<file path="src/rtl/control_unit.sv">
// ---------------------------------------------------------------------------
// control_unit
//
// Hardwired Moore sequencer for the single-bus 32-bit datapath.  It holds the
// instruction register and steps through fetch (T0-T2) and execute (T3-T7)
// states.  Every datapath strobe is a combinational decode of the registered
// state and IR.  T1 (instruction read), LD T6 (operand read) and ST T7
// (operand write) wait for mem_ready.
//
// Ports
//   clock, clear          rising-edge clock, synchronous active-low reset
//   bus_in[31:0]          BusMuxOut, captured into IR at the end of T2
//   mem_ready             memory finishes the current Read/Write this cycle
//   start                 leaves the HALT state
//   reg_out/reg_in[15:0]  one-hot R0..R15 bus-out select / load enable
//   HIout..Cout           bus source selects
//   HIin..OutPortin       register load enables
//   BAout, Read, Write    R0-reads-zero, memory read, memory write
//   IncPC                 ALU increments its bus operand
//   op[4:0]               ALU operation
//   c_sext[31:0]          IR[18:0] sign-extended (bus source when Cout=1)
//   run, illegal          not-halted flag, one-cycle illegal-opcode pulse
// ---------------------------------------------------------------------------
module control_unit (
    input  logic        clock,
    input  logic        clear,
    input  logic [31:0] bus_in,
    input  logic        mem_ready,
    input  logic        start,
    output logic [15:0] reg_out,
    output logic [15:0] reg_in,
    output logic        HIout,
    output logic        LOout,
    output logic        Zhighout,
    output logic        Zlowout,
    output logic        PCout,
    output logic        MDRout,
    output logic        InPortout,
    output logic        Cout,
    output logic        HIin,
    output logic        LOin,
    output logic        Zhighin,
    output logic        Zlowin,
    output logic        PCin,
    output logic        MDRin,
    output logic        MARin,
    output logic        IRin,
    output logic        Yin,
    output logic        OutPortin,
    output logic        BAout,
    output logic        Read,
    output logic        Write,
    output logic        IncPC,
    output logic [4:0]  op,
    output logic [31:0] c_sext,
    output logic        run,
    output logic        illegal
);

    typedef enum logic [3:0] {
        stReset, stT0, stT1, stT2, stT3, stT4, stT5, stT6, stT7, stHalt
    } state_t;

    typedef enum logic [3:0] {
        clsAlu3, clsAluImm, clsMulDiv, clsUnary, clsLoad, clsLoadImm,
        clsStore, clsIn, clsOut, clsMfhi, clsMflo, clsNop, clsHalt, clsIllegal
    } opClass_t;

    state_t      state;
    state_t      nextState;
    logic [31:0] ir;
    opClass_t    irClass;
    opClass_t    fetchClass;
    logic [15:0] raHot;
    logic [15:0] rbHot;
    logic [15:0] rcHot;

    // Groups the 5-bit opcode into the instruction families that share a
    // step sequence.  Opcodes without an assigned meaning (10011-10101 and
    // 11100-11111) are all treated as illegal.
    function automatic opClass_t classify(input logic [4:0] opc);
        opClass_t cls;
        if (opc == 5'd0)                        cls = clsLoad;
        else if (opc == 5'd1)                   cls = clsLoadImm;
        else if (opc == 5'd2)                   cls = clsStore;
        else if (opc <= 5'd11)                  cls = clsAlu3;
        else if (opc <= 5'd14)                  cls = clsAluImm;
        else if (opc <= 5'd16)                  cls = clsMulDiv;
        else if (opc <= 5'd18)                  cls = clsUnary;
        else if (opc == 5'd22)                  cls = clsIn;
        else if (opc == 5'd23)                  cls = clsOut;
        else if (opc == 5'd24)                  cls = clsMfhi;
        else if (opc == 5'd25)                  cls = clsMflo;
        else if (opc == 5'd26)                  cls = clsNop;
        else if (opc == 5'd27)                  cls = clsHalt;
        else                                    cls = clsIllegal;
        return cls;
    endfunction

    // The T2 branch has to look at the word on the bus because IR only
    // takes it at the end of T2; everything later decodes the stable IR.
    assign irClass    = classify(ir[31:27]);
    assign fetchClass = classify(bus_in[31:27]);
    assign raHot      = 16'h0001 << ir[26:23];
    assign rbHot      = 16'h0001 << ir[22:19];
    assign rcHot      = 16'h0001 << ir[18:15];
    assign c_sext     = {{13{ir[18]}}, ir[18:0]};

    // State and instruction register.  Reset wins over everything, including
    // a pending IR load, so a reset during T2 leaves IR cleared.
    always_ff @(posedge clock) begin
        if (!clear) begin
            state <= stReset;
            ir    <= '0;
        end else begin
            state <= nextState;
            if (state == stT2) begin
                ir <= bus_in;
            end
        end
    end

    // Next-state logic.  Each family leaves for T0 from its last step; the
    // three memory stall states hold until mem_ready is seen.
    always_comb begin
        nextState = stReset;
        case (state)
            stReset: nextState = stT0;
            stT0:    nextState = stT1;
            stT1:    nextState = mem_ready ? stT2 : stT1;
            stT2: begin
                if (fetchClass == clsNop)       nextState = stT0;
                else if (fetchClass == clsHalt) nextState = stHalt;
                else                            nextState = stT3;
            end
            stT3: begin
                case (irClass)
                    clsAlu3, clsAluImm, clsMulDiv, clsUnary,
                    clsLoad, clsLoadImm, clsStore: nextState = stT4;
                    default:                       nextState = stT0;
                endcase
            end
            stT4:    nextState = (irClass == clsUnary) ? stT0 : stT5;
            stT5: begin
                case (irClass)
                    clsMulDiv, clsLoad, clsStore: nextState = stT6;
                    default:                      nextState = stT0;
                endcase
            end
            stT6: begin
                if (irClass == clsLoad)       nextState = mem_ready ? stT7 : stT6;
                else if (irClass == clsStore) nextState = stT7;
                else                          nextState = stT0;
            end
            stT7: begin
                if (irClass == clsStore) nextState = mem_ready ? stT0 : stT7;
                else                     nextState = stT0;
            end
            stHalt:  nextState = start ? stT0 : stHalt;
            default: nextState = stReset;
        endcase
    end

    // Moore output decode.  Everything defaults to 0 so each state only names
    // the strobes it raises; RESET and HALT therefore drive nothing.
    always_comb begin
        reg_out   = '0;
        reg_in    = '0;
        HIout     = 1'b0;
        LOout     = 1'b0;
        Zhighout  = 1'b0;
        Zlowout   = 1'b0;
        PCout     = 1'b0;
        MDRout    = 1'b0;
        InPortout = 1'b0;
        Cout      = 1'b0;
        HIin      = 1'b0;
        LOin      = 1'b0;
        Zhighin   = 1'b0;
        Zlowin    = 1'b0;
        PCin      = 1'b0;
        MDRin     = 1'b0;
        MARin     = 1'b0;
        IRin      = 1'b0;
        Yin       = 1'b0;
        OutPortin = 1'b0;
        BAout     = 1'b0;
        Read      = 1'b0;
        Write     = 1'b0;
        IncPC     = 1'b0;
        op        = '0;
        illegal   = 1'b0;
        run       = (state != stReset) && (state != stHalt);
        case (state)
            stT0: begin
                PCout = 1'b1; MARin = 1'b1; IncPC = 1'b1; op = 5'b00011;
                Zhighin = 1'b1; Zlowin = 1'b1;
            end
            stT1: begin
                Zlowout = 1'b1; PCin = 1'b1; Read = 1'b1; MDRin = 1'b1;
            end
            stT2: begin
                MDRout = 1'b1; IRin = 1'b1;
            end
            stT3: begin
                case (irClass)
                    clsAlu3, clsAluImm: begin reg_out = rbHot; Yin = 1'b1; end
                    clsMulDiv:          begin reg_out = raHot; Yin = 1'b1; end
                    clsUnary: begin
                        reg_out = rbHot; op = ir[31:27]; Zhighin = 1'b1; Zlowin = 1'b1;
                    end
                    clsLoad, clsLoadImm, clsStore: begin
                        reg_out = rbHot; BAout = 1'b1; Yin = 1'b1;
                    end
                    clsIn:      begin InPortout = 1'b1; reg_in = raHot; end
                    clsOut:     begin reg_out = raHot; OutPortin = 1'b1; end
                    clsMfhi:    begin HIout = 1'b1; reg_in = raHot; end
                    clsMflo:    begin LOout = 1'b1; reg_in = raHot; end
                    clsIllegal: illegal = 1'b1;
                    default: ;
                endcase
            end
            stT4: begin
                case (irClass)
                    clsAlu3: begin
                        reg_out = rcHot; op = ir[31:27]; Zhighin = 1'b1; Zlowin = 1'b1;
                    end
                    clsAluImm: begin
                        Cout = 1'b1; op = ir[31:27]; Zhighin = 1'b1; Zlowin = 1'b1;
                    end
                    clsMulDiv: begin
                        reg_out = rbHot; op = ir[31:27]; Zhighin = 1'b1; Zlowin = 1'b1;
                    end
                    clsUnary: begin Zlowout = 1'b1; reg_in = raHot; end
                    clsLoad, clsLoadImm, clsStore: begin
                        Cout = 1'b1; op = 5'b00011; Zhighin = 1'b1; Zlowin = 1'b1;
                    end
                    default: ;
                endcase
            end
            stT5: begin
                case (irClass)
                    clsAlu3, clsAluImm, clsLoadImm: begin Zlowout = 1'b1; reg_in = raHot; end
                    clsMulDiv:                      begin Zlowout = 1'b1; LOin = 1'b1; end
                    clsLoad, clsStore:              begin Zlowout = 1'b1; MARin = 1'b1; end
                    default: ;
                endcase
            end
            stT6: begin
                case (irClass)
                    clsMulDiv: begin Zhighout = 1'b1; HIin = 1'b1; end
                    clsLoad:   begin Read = 1'b1; MDRin = 1'b1; end
                    clsStore:  begin reg_out = raHot; MDRin = 1'b1; end
                    default: ;
                endcase
            end
            stT7: begin
                case (irClass)
                    clsLoad:  begin MDRout = 1'b1; reg_in = raHot; end
                    clsStore: Write = 1'b1;
                    default: ;
                endcase
            end
            default: ;
        endcase
    end

endmodule

</file>
<file path="config.mk">
export PLATFORM = sky130hd
export DESIGN_NAME = control_unit
export DESIGN_NICKNAME = d
export VERILOG_FILES = /design/src/rtl/control_unit.sv
export SDC_FILE = /design/constraint.sdc
export NUM_CORES = 1
export LEC_CHECK = 0
export CAP_MARGIN = 20
export CORE_ASPECT_RATIO = 0.7
export CORE_MARGIN = 1
export CORE_UTILIZATION = 40
export DETAILED_ROUTE_END_ITERATION = 10
export GPL_TIMING_DRIVEN = 0
export HOLD_SLACK_MARGIN = 0.06
export PLACE_DENSITY_LB_ADDON = 0.15
export SYNTH_ARGS = -nofsm -noshare
export SYNTH_HDL_FRONTEND = slang
export SYNTH_SLANG_ARGS = --single-unit
export TNS_END_PERCENT = 5
</file>
<file path="constraint.sdc">
create_clock -name clock -period 5.7 [get_ports clock]
set_input_delay 0.855 -clock clock [delete_from_list [all_inputs] [get_ports clock]]
set_output_delay 0.855 -clock clock [all_outputs]
set_load 0.01 [all_outputs]
</file>
==> results of run 1 <==
cells in the mapped netlist (6+ instances only):
| cell | number | share of area, % |
|---|---|---|
| a21boi_0 | 32 | 7.9 |
| a21oi_1 | 12 | 2.0 |
| a311oi_1 | 9 | 2.6 |
| buf_2 | 8 | 1.3 |
| buf_4 | 37 | 9.1 |
| clkbuf_1 | 19 | 2.3 |
| dfxtp_1 | 36 | 24 |
| inv_1 | 8 | 0.98 |
| nand2_1 | 100 | 12 |
| nand2b_1 | 10 | 2.0 |
| nand3_1 | 6 | 0.98 |
| nand3b_1 | 6 | 1.5 |
| nor2_1 | 40 | 4.9 |
| nor2b_1 | 10 | 2.0 |
| nor3_1 | 23 | 3.8 |
| nor4_1 | 19 | 3.9 |
| o21ai_0 | 11 | 1.8 |
| o221ai_1 | 11 | 3.2 |
power by group through the flow:
stage	logic (W)	clock network [W]	registers, W
3_5_place_dp	0.000214	0	0.000281
5_1_grt	0.000234	0.000239	0.000278
6_report	0.000216	0.000223	0.000276
3_3_place_gp	0.000212	0	0.000280
2_1_floorplan	0.000114	0	0.000278
4_1_cts	0.000215	0.000227	0.000276
through the flow:
stage | utilization (%) | cell area, um^2 | setup WS (ns) | power, W | hold slack (ns)
finish | 62.1 | 4560 | 1.61 | 0.000714 | 0.465
global route | 62.1 | 4560 | 1.39 | 0.000750 | 0.490
CTS | 62.1 | 4560 | 1.63 | 0.000718 | 0.468
detailed placement | 60.6 | 4460 | 1.94 | 0.000495 | 0.458
global placement | 60.6 | 4460 | 1.94 | 0.000492 | 0.451
floorplan | - | 3050 | 3.09 | 0.000392 | 0.444
worst max-delay path by stage:
stage                        to  slack (ns)
finish               reg_in[14]        1.61
global route         reg_in[13]        1.39
CTS                  reg_in[14]        1.63
detailed placement   reg_in[14]        1.94
global placement      reg_in[5]        1.94
floorplan           reg_out[11]        3.09
cell type report:
type | count | area (um^2)
Clock buffer | 6 | 72.6
Fill cell | 697 | 2790
Inverter | 9 | 33.8
Sequential cell | 36 | 721
Tap cell | 98 | 123
Buffer | 65 | 394
Timing Repair Buffer | 128 | 1280
Multi-Input combinational cell | 339 | 1900
Clock inverter | 2 | 35.0
logic make-up (layout without fill, tap and decap cells):
logic type             Yosys count  after routing  synth area share (%)
XOR/XNOR                         2              2                 0.574
buffers and inverters           74            210                  14.0
AO/OA/AOI/OAI                  102            102                  24.8
flip-flops                      36             36                  23.6
multiplexers                     1              1                 0.328
AND/OR/NAND/NOR                234            234                  36.7
state kept, by name, indices dropped and copies added, names as in the netlist:
signal and count:
state 4, ir 32
layer usage:
| metal | share of wire (%) | vias up | track usage (%) | routed length [um] |
|---|---|---|---|---|
| li1 | - | 1834 | - | - |
| met1 | 49 | 1748 | 40.7 | 5300 |
| met2 | 40 | 187 | 36.7 | 4250 |
| met3 | 9.9 | 13 | 6.67 | 1070 |
| met4 | 0.99 | 0 | 5.94 | 106 |
| met5 | 0 | - | 0 | 0 |
worst max-delay path: cells and delay by family, from the launching register on:
| kind | cells | cell delay [ns] |
|---|---|---|
| AO/OA/AOI/OAI | 2 | 1.09 |
| buffers and inverters | 3 | 1.11 |
| flip-flops | 1 | 0.35 |
| AND/OR/NAND/NOR | 3 | 0.39 |
==> impl_metrics.csv, run 1 <==
group,metric,value,unit
worst_hold_path,min_path_cells,2,
floorplanning,die_w,106,um
worst_hold_path,hold_end,"ir[4]$_SDFFE_PN0P_",
routing,ant_nets,0,
sta,fin_crit,4.09,ns
grt,grt_pass1_wl,16.7,mm
logic_synthesis,synth_ff_type,"dfxtp_1",
power,pwr-share-comb,30.2,%
setup_path,r2r_setup_slack,3.47,ns
clock_tree,clockBufferDepth,2,
floorplanning,die_area,7990,um^2
logic_synthesis,ys_ff_latch,36,
clock_tree,ctsResizeCount,0,
setup_path,crit_slowest_cell,"a222oi_1",
power,p_leak,1.57,nW
cells_and_area,area_delta_synth_final,49.5,%
floorplanning,core-area,7350,um^2
sta,setup_violations,0,
place,dp.cells,675,
clock_tree,cts_tree,"yes",
clock_tree,hold_buffers,0,
floorplanning,rows,26,
setup_path,crit_top_cell,"nor2_1",
logic_synthesis,synthDistinctLibCells,54,
clock_tree,htree_num_levels,2,
grt,antenna_found_initial,0,
place,hpwl,8.53,mm
routing,route.vias.total,3782,
cells_and_area,drive_above_1_share,10.6,%
power,clockPowerShare,31.2,%
cells_and_area,antenna_cells,0,
setup_path,critPathLaunchType,"flop",
logic_synthesis,async_flop_share,0,%
floorplanning,dieHeight,75.1,um
sta,slew_headroom,14.9,%
cells_and_area,final_common_cell,"clkdlybuf4s50_1",
setup_path,r2r_cells,7,
run,max-cap-violations,0,
setup_path,crit_required,4.85,ns
cells_and_area,fin_cells,683,
sta,max_freq,244,MHz
power,p_sw,0.000210,W
power,ir_worst_vdd,0.000226,V
sta,tns,0,ns
setup_path,arrival,3.24,ns
outcome,status,"completed",
setup_path,rr_startpoint,"state[3]$_SDFF_PN0_",
grt,grt_max_degree,23,
setup_path,crit_type,"reg2out",
setup_path,crit_path_cell_trace,"clkbuf_1, nor2_1, nand4b_1, o21ai_1, a222oi_1, buf_4, nor2_1, clkdlybuf4s50_1",
sta,period_share,71.8,%
cells_and_area,nets,620,
worst_hold_path,hp-class,"reg2reg",
routing,drt_wl_total,10.7,mm
routing,firstDrtPassIters,5,
setup_path,cp_slowest_stage_delay,0.98,ns
power,p_int,0.000504,W
routing,first_iter_violations,291,
power,seq_power_share,38.6,%
setup_path,crit_path_end_kind,"output port",
logic_synthesis,avgSynthCellArea,6.80,um^2
routing,via_per_inst,5.54,
clock_tree,cts_made_buffers,5,
sta,slew_violations,0,
place,gp_congestion,0.902,
place,io_buffers,128,
grt,grtUsageTotal,26.6,%
grt,grt_pass1_vias,3191,
setup_path,crit_start,"state[2]$_SDFF_PN0_",
clock_tree,clk_pin_slew,0.07,ns
routing,post-route-drc-count,0,
logic_synthesis,syn_area,3050,um^2
setup_path,worstPathMaxFanout,10,
sta,clock-skew-final,0.00502,ns
logic_synthesis,synth-edff-count,0,
clock_tree,clkLatencyLatePin,0.29,ns
clock_tree,root_buffer,"clkbuf_8",
clock_tree,cts_setup_buffers,0,
cells_and_area,layout.cells.most_common_list,"clkdlybuf4s50_1, nand2_1, nor2_1",
routing,post_drt_wl_per_cell,15.7,um
sta,grt_setup_unrepaired,"false",
power,power.density,157,nW/um^2
worst_hold_path,holdCritStartpoint,"ir[4]$_SDFFE_PN0P_",
clock_tree,cts_sinks,36,
logic_synthesis,yosysSeqAreaShare,23.6,%
sta,tightest_slew,1.28,ns
floorplanning,ios,129,
power,sw_frac_of_total,29.4,%
logic_synthesis,synthCells,449,
floorplanning,initial_core_util,41.5,%
grt,grt_overflow,0,
logic_synthesis,syn_nets,485,
sta,finalHoldViolCount,0,
logic_synthesis,yosys_warnings,0,
setup_path,r2r_end,"ir[17]$_SDFFE_PN0P_",
No activity file was read; power rests on OpenSTA's default activity.
==> run 2: changes to the inputs <==
Clock period 5.7 ns to 4.2 ns, I/O delays scaled along.
==> results of run 2 <==
The final DEF is identical to that of run 1. Status: completed.
Main changes from that run: setup slack after placement 1.94 ns -> 0.662 ns; setup slack after layout 1.61 ns -> 0.332 ns; register-to-register setup slack 3.47 ns -> 1.97 ns; total power 0.000714 W -> 0.000970 W; worst IR drop on VDD 0.000226 V -> 0.000307 V
==> run 3: changes to the inputs <==
Settings changed: CORE_ASPECT_RATIO 0.7 to default.
==> run 3 against run 2 <==
Largest cell class unchanged. Flip-flop and latch count unchanged. Wire length down 7.0%. Combinational power about the same.
==> impl_metrics.csv, run 3 (synthesis results as in run 1) <==
group,metric,value,unit
grt,grt_overflow,0,
cells_and_area,n_fill_cell,701,
sta,max_freq,263,MHz
setup_path,crit_required,3.57,ns
power,power.density,211,nW/um^2
cells_and_area,area_delta_synth_final,49.7,%
routing,route.vias.total,3707,
clock_tree,hold_buffers,0,
clock_tree,root_buffer,"clkbuf_8",
clock_tree,cts_tree,"yes",
setup_path,rr_startpoint,"state[3]$_SDFF_PN0_",
routing,firstDrtPassIters,5,
worst_hold_path,hp-class,"reg2reg",
routing,via_per_inst,5.42,
sta,setup_violations,0,
worst_hold_path,hold_end,"ir[8]$_SDFFE_PN0P_",
sta,tightest_slew,1.17,ns
clock_tree,cts_sinks,36,
clock_tree,ctsResizeCount,0,
setup_path,r2r_cells,7,
setup_path,r2r_setup_slack,2.09,ns
cells_and_area,fin_cells,684,
setup_path,crit_path_end_kind,"output port",
power,ir_worst_vdd,0.000215,V
place,io_buffers,128,
grt,grt_pass1_wl,15.9,mm
sta,finalHoldViolCount,0,
clock_tree,htree_num_levels,2,
cells_and_area,layout.cells.most_common_list,"clkdlybuf4s50_1, nand2_1, nor2_1",
clock_tree,cts_made_buffers,5,
floorplanning,dieHeight,89.4,um
sta,fin_crit,3.80,ns
setup_path,arrival,3.17,ns
floorplanning,die_area,7990,um^2
power,p_total,0.000962,W
run,max-cap-violations,0,
worst_hold_path,holdCritStartpoint,"ir[8]$_SDFFE_PN0P_",
clock_tree,clk_pin_slew,0.07,ns
sta,period_share,90.4,%
routing,drt_wl_total,9.96,mm
place,place_ws,0.731,ns
cells_and_area,largest_reg_flops,32,
sta,slew_violations,0,
grt,antenna_found_initial,0,
cells_and_area,nets,620,
cells_and_area,antenna_cells,0,
outcome,status,"completed",
sta,grt_setup_unrepaired,"false",
setup_path,r2r_end,"state[3]$_SDFF_PN0_",
sta,setup_slack,0.403,ns
floorplanning,ios,129,
cells_and_area,drive_above_1_share,10.8,%
power,p_leak,1.57,nW
sta,fin_hold_ws,0.467,ns
floorplanning,die_w,89.4,um
setup_path,worstPathMaxFanout,10,
routing,post-route-drc-count,0,
clock_tree,cts_setup_buffers,0,
clock_tree,clkLatencyLatePin,0.28,ns
setup_path,crit_type,"reg2out",
place,dp.cells,676,
grt,grt_max_degree,23,
place,hpwl,7.94,mm
worst_hold_path,min_path_cells,2,
setup_path,critPathLaunchType,"flop",
sta,tns,0,ns
floorplanning,rows,31,
cells_and_area,largest_register,"ir",
place,gp_congestion,0.909,
grt,grtUsageTotal,25.6,%
cells_and_area,top_regs,"ir: 32 flops, state: 4 flops",
routing,first_iter_violations,250,
routing,ant_nets,0,
cells_and_area,final_common_cell,"clkdlybuf4s50_1",
floorplanning,initial_core_util,41.6,%
routing,post_drt_wl_per_cell,14.6,um
grt,grt_pass1_vias,3269,
sta,clock-skew-final,0.00419,ns
sta,slew_headroom,21.8,%
clock_tree,clockBufferDepth,2,
floorplanning,core-area,7330,um^2
==> run 3: changes by cell type in the layout (fill, tap and decap cells not counted) <==
cell,delta
clkbuf_1,-1
clkinvlp_4,+1
==> run 3: report_power, final <==
part / switching (W) / internal [W]
Combinational: 0.000139 / 0.000151
Clock: 0.000124 / 0.000176
Sequential: 0.0000162 / 0.000357
Total: 0.000278 / 0.000684
==> run 3: area by class of cell <==
cell class                      count  area, um^2  area share, %
Multi-Input combinational cell    339        1900           41.7
Buffer                             65         394           8.63
Tap cell                           99         124           2.71
Timing Repair Buffer              128        1280           28.0
Inverter                            9        33.8          0.739
Clock buffer                        5        68.8           1.51
Clock inverter                      3        42.5          0.931
Sequential cell                    36         721           15.8
==> run 3: routing by layer <==
layer / up-vias / routed length, um / GRT usage, %
li1: 1837 / - / -
met1: 1692 / 4550 / 35.6
met2: 169 / 4580 / 40.5
met3: 9 / 736 / 4.25
met4: 0 / 99 / 7.79
met5: - / 0 / 0
==> run 3: stage by stage <==
| step | utilization, % | instance area [um^2] |
|---|---|---|
| after floorplan | - | 3050 |
| after global placement | 60.8 | 4460 |
| after detailed placement | 60.8 | 4460 |
| after CTS | 62.3 | 4570 |
| after global routing | 62.3 | 4570 |
| final | 62.3 | 4570 |
==> run 3: worst max-delay path, cell delays in order, from the launching register on <==
cell and delay (ns):
dfxtp_1 0.35, clkbuf_1 0.32, nor2_1 0.14, nand4b_1 0.20, o21ai_1 0.10, a222oi_1 0.91
buf_4 0.32, nor2_1 0.06, clkdlybuf4s50_1 0.48
==> run 3: worst max-delay path by stage <==
stage          depth (start not counted)          end                 from
3_3_place_gp                           8   reg_in[13]  state[2]$_SDFF_PN0_
5_1_grt                                8   reg_in[10]  state[2]$_SDFF_PN0_
6_report                               8   reg_in[13]  state[2]$_SDFF_PN0_
4_1_cts                                8   reg_in[13]  state[2]$_SDFF_PN0_
3_5_place_dp                           8   reg_in[13]  state[2]$_SDFF_PN0_
2_1_floorplan                          6  reg_out[11]  ir[27]$_SDFFE_PN0P_
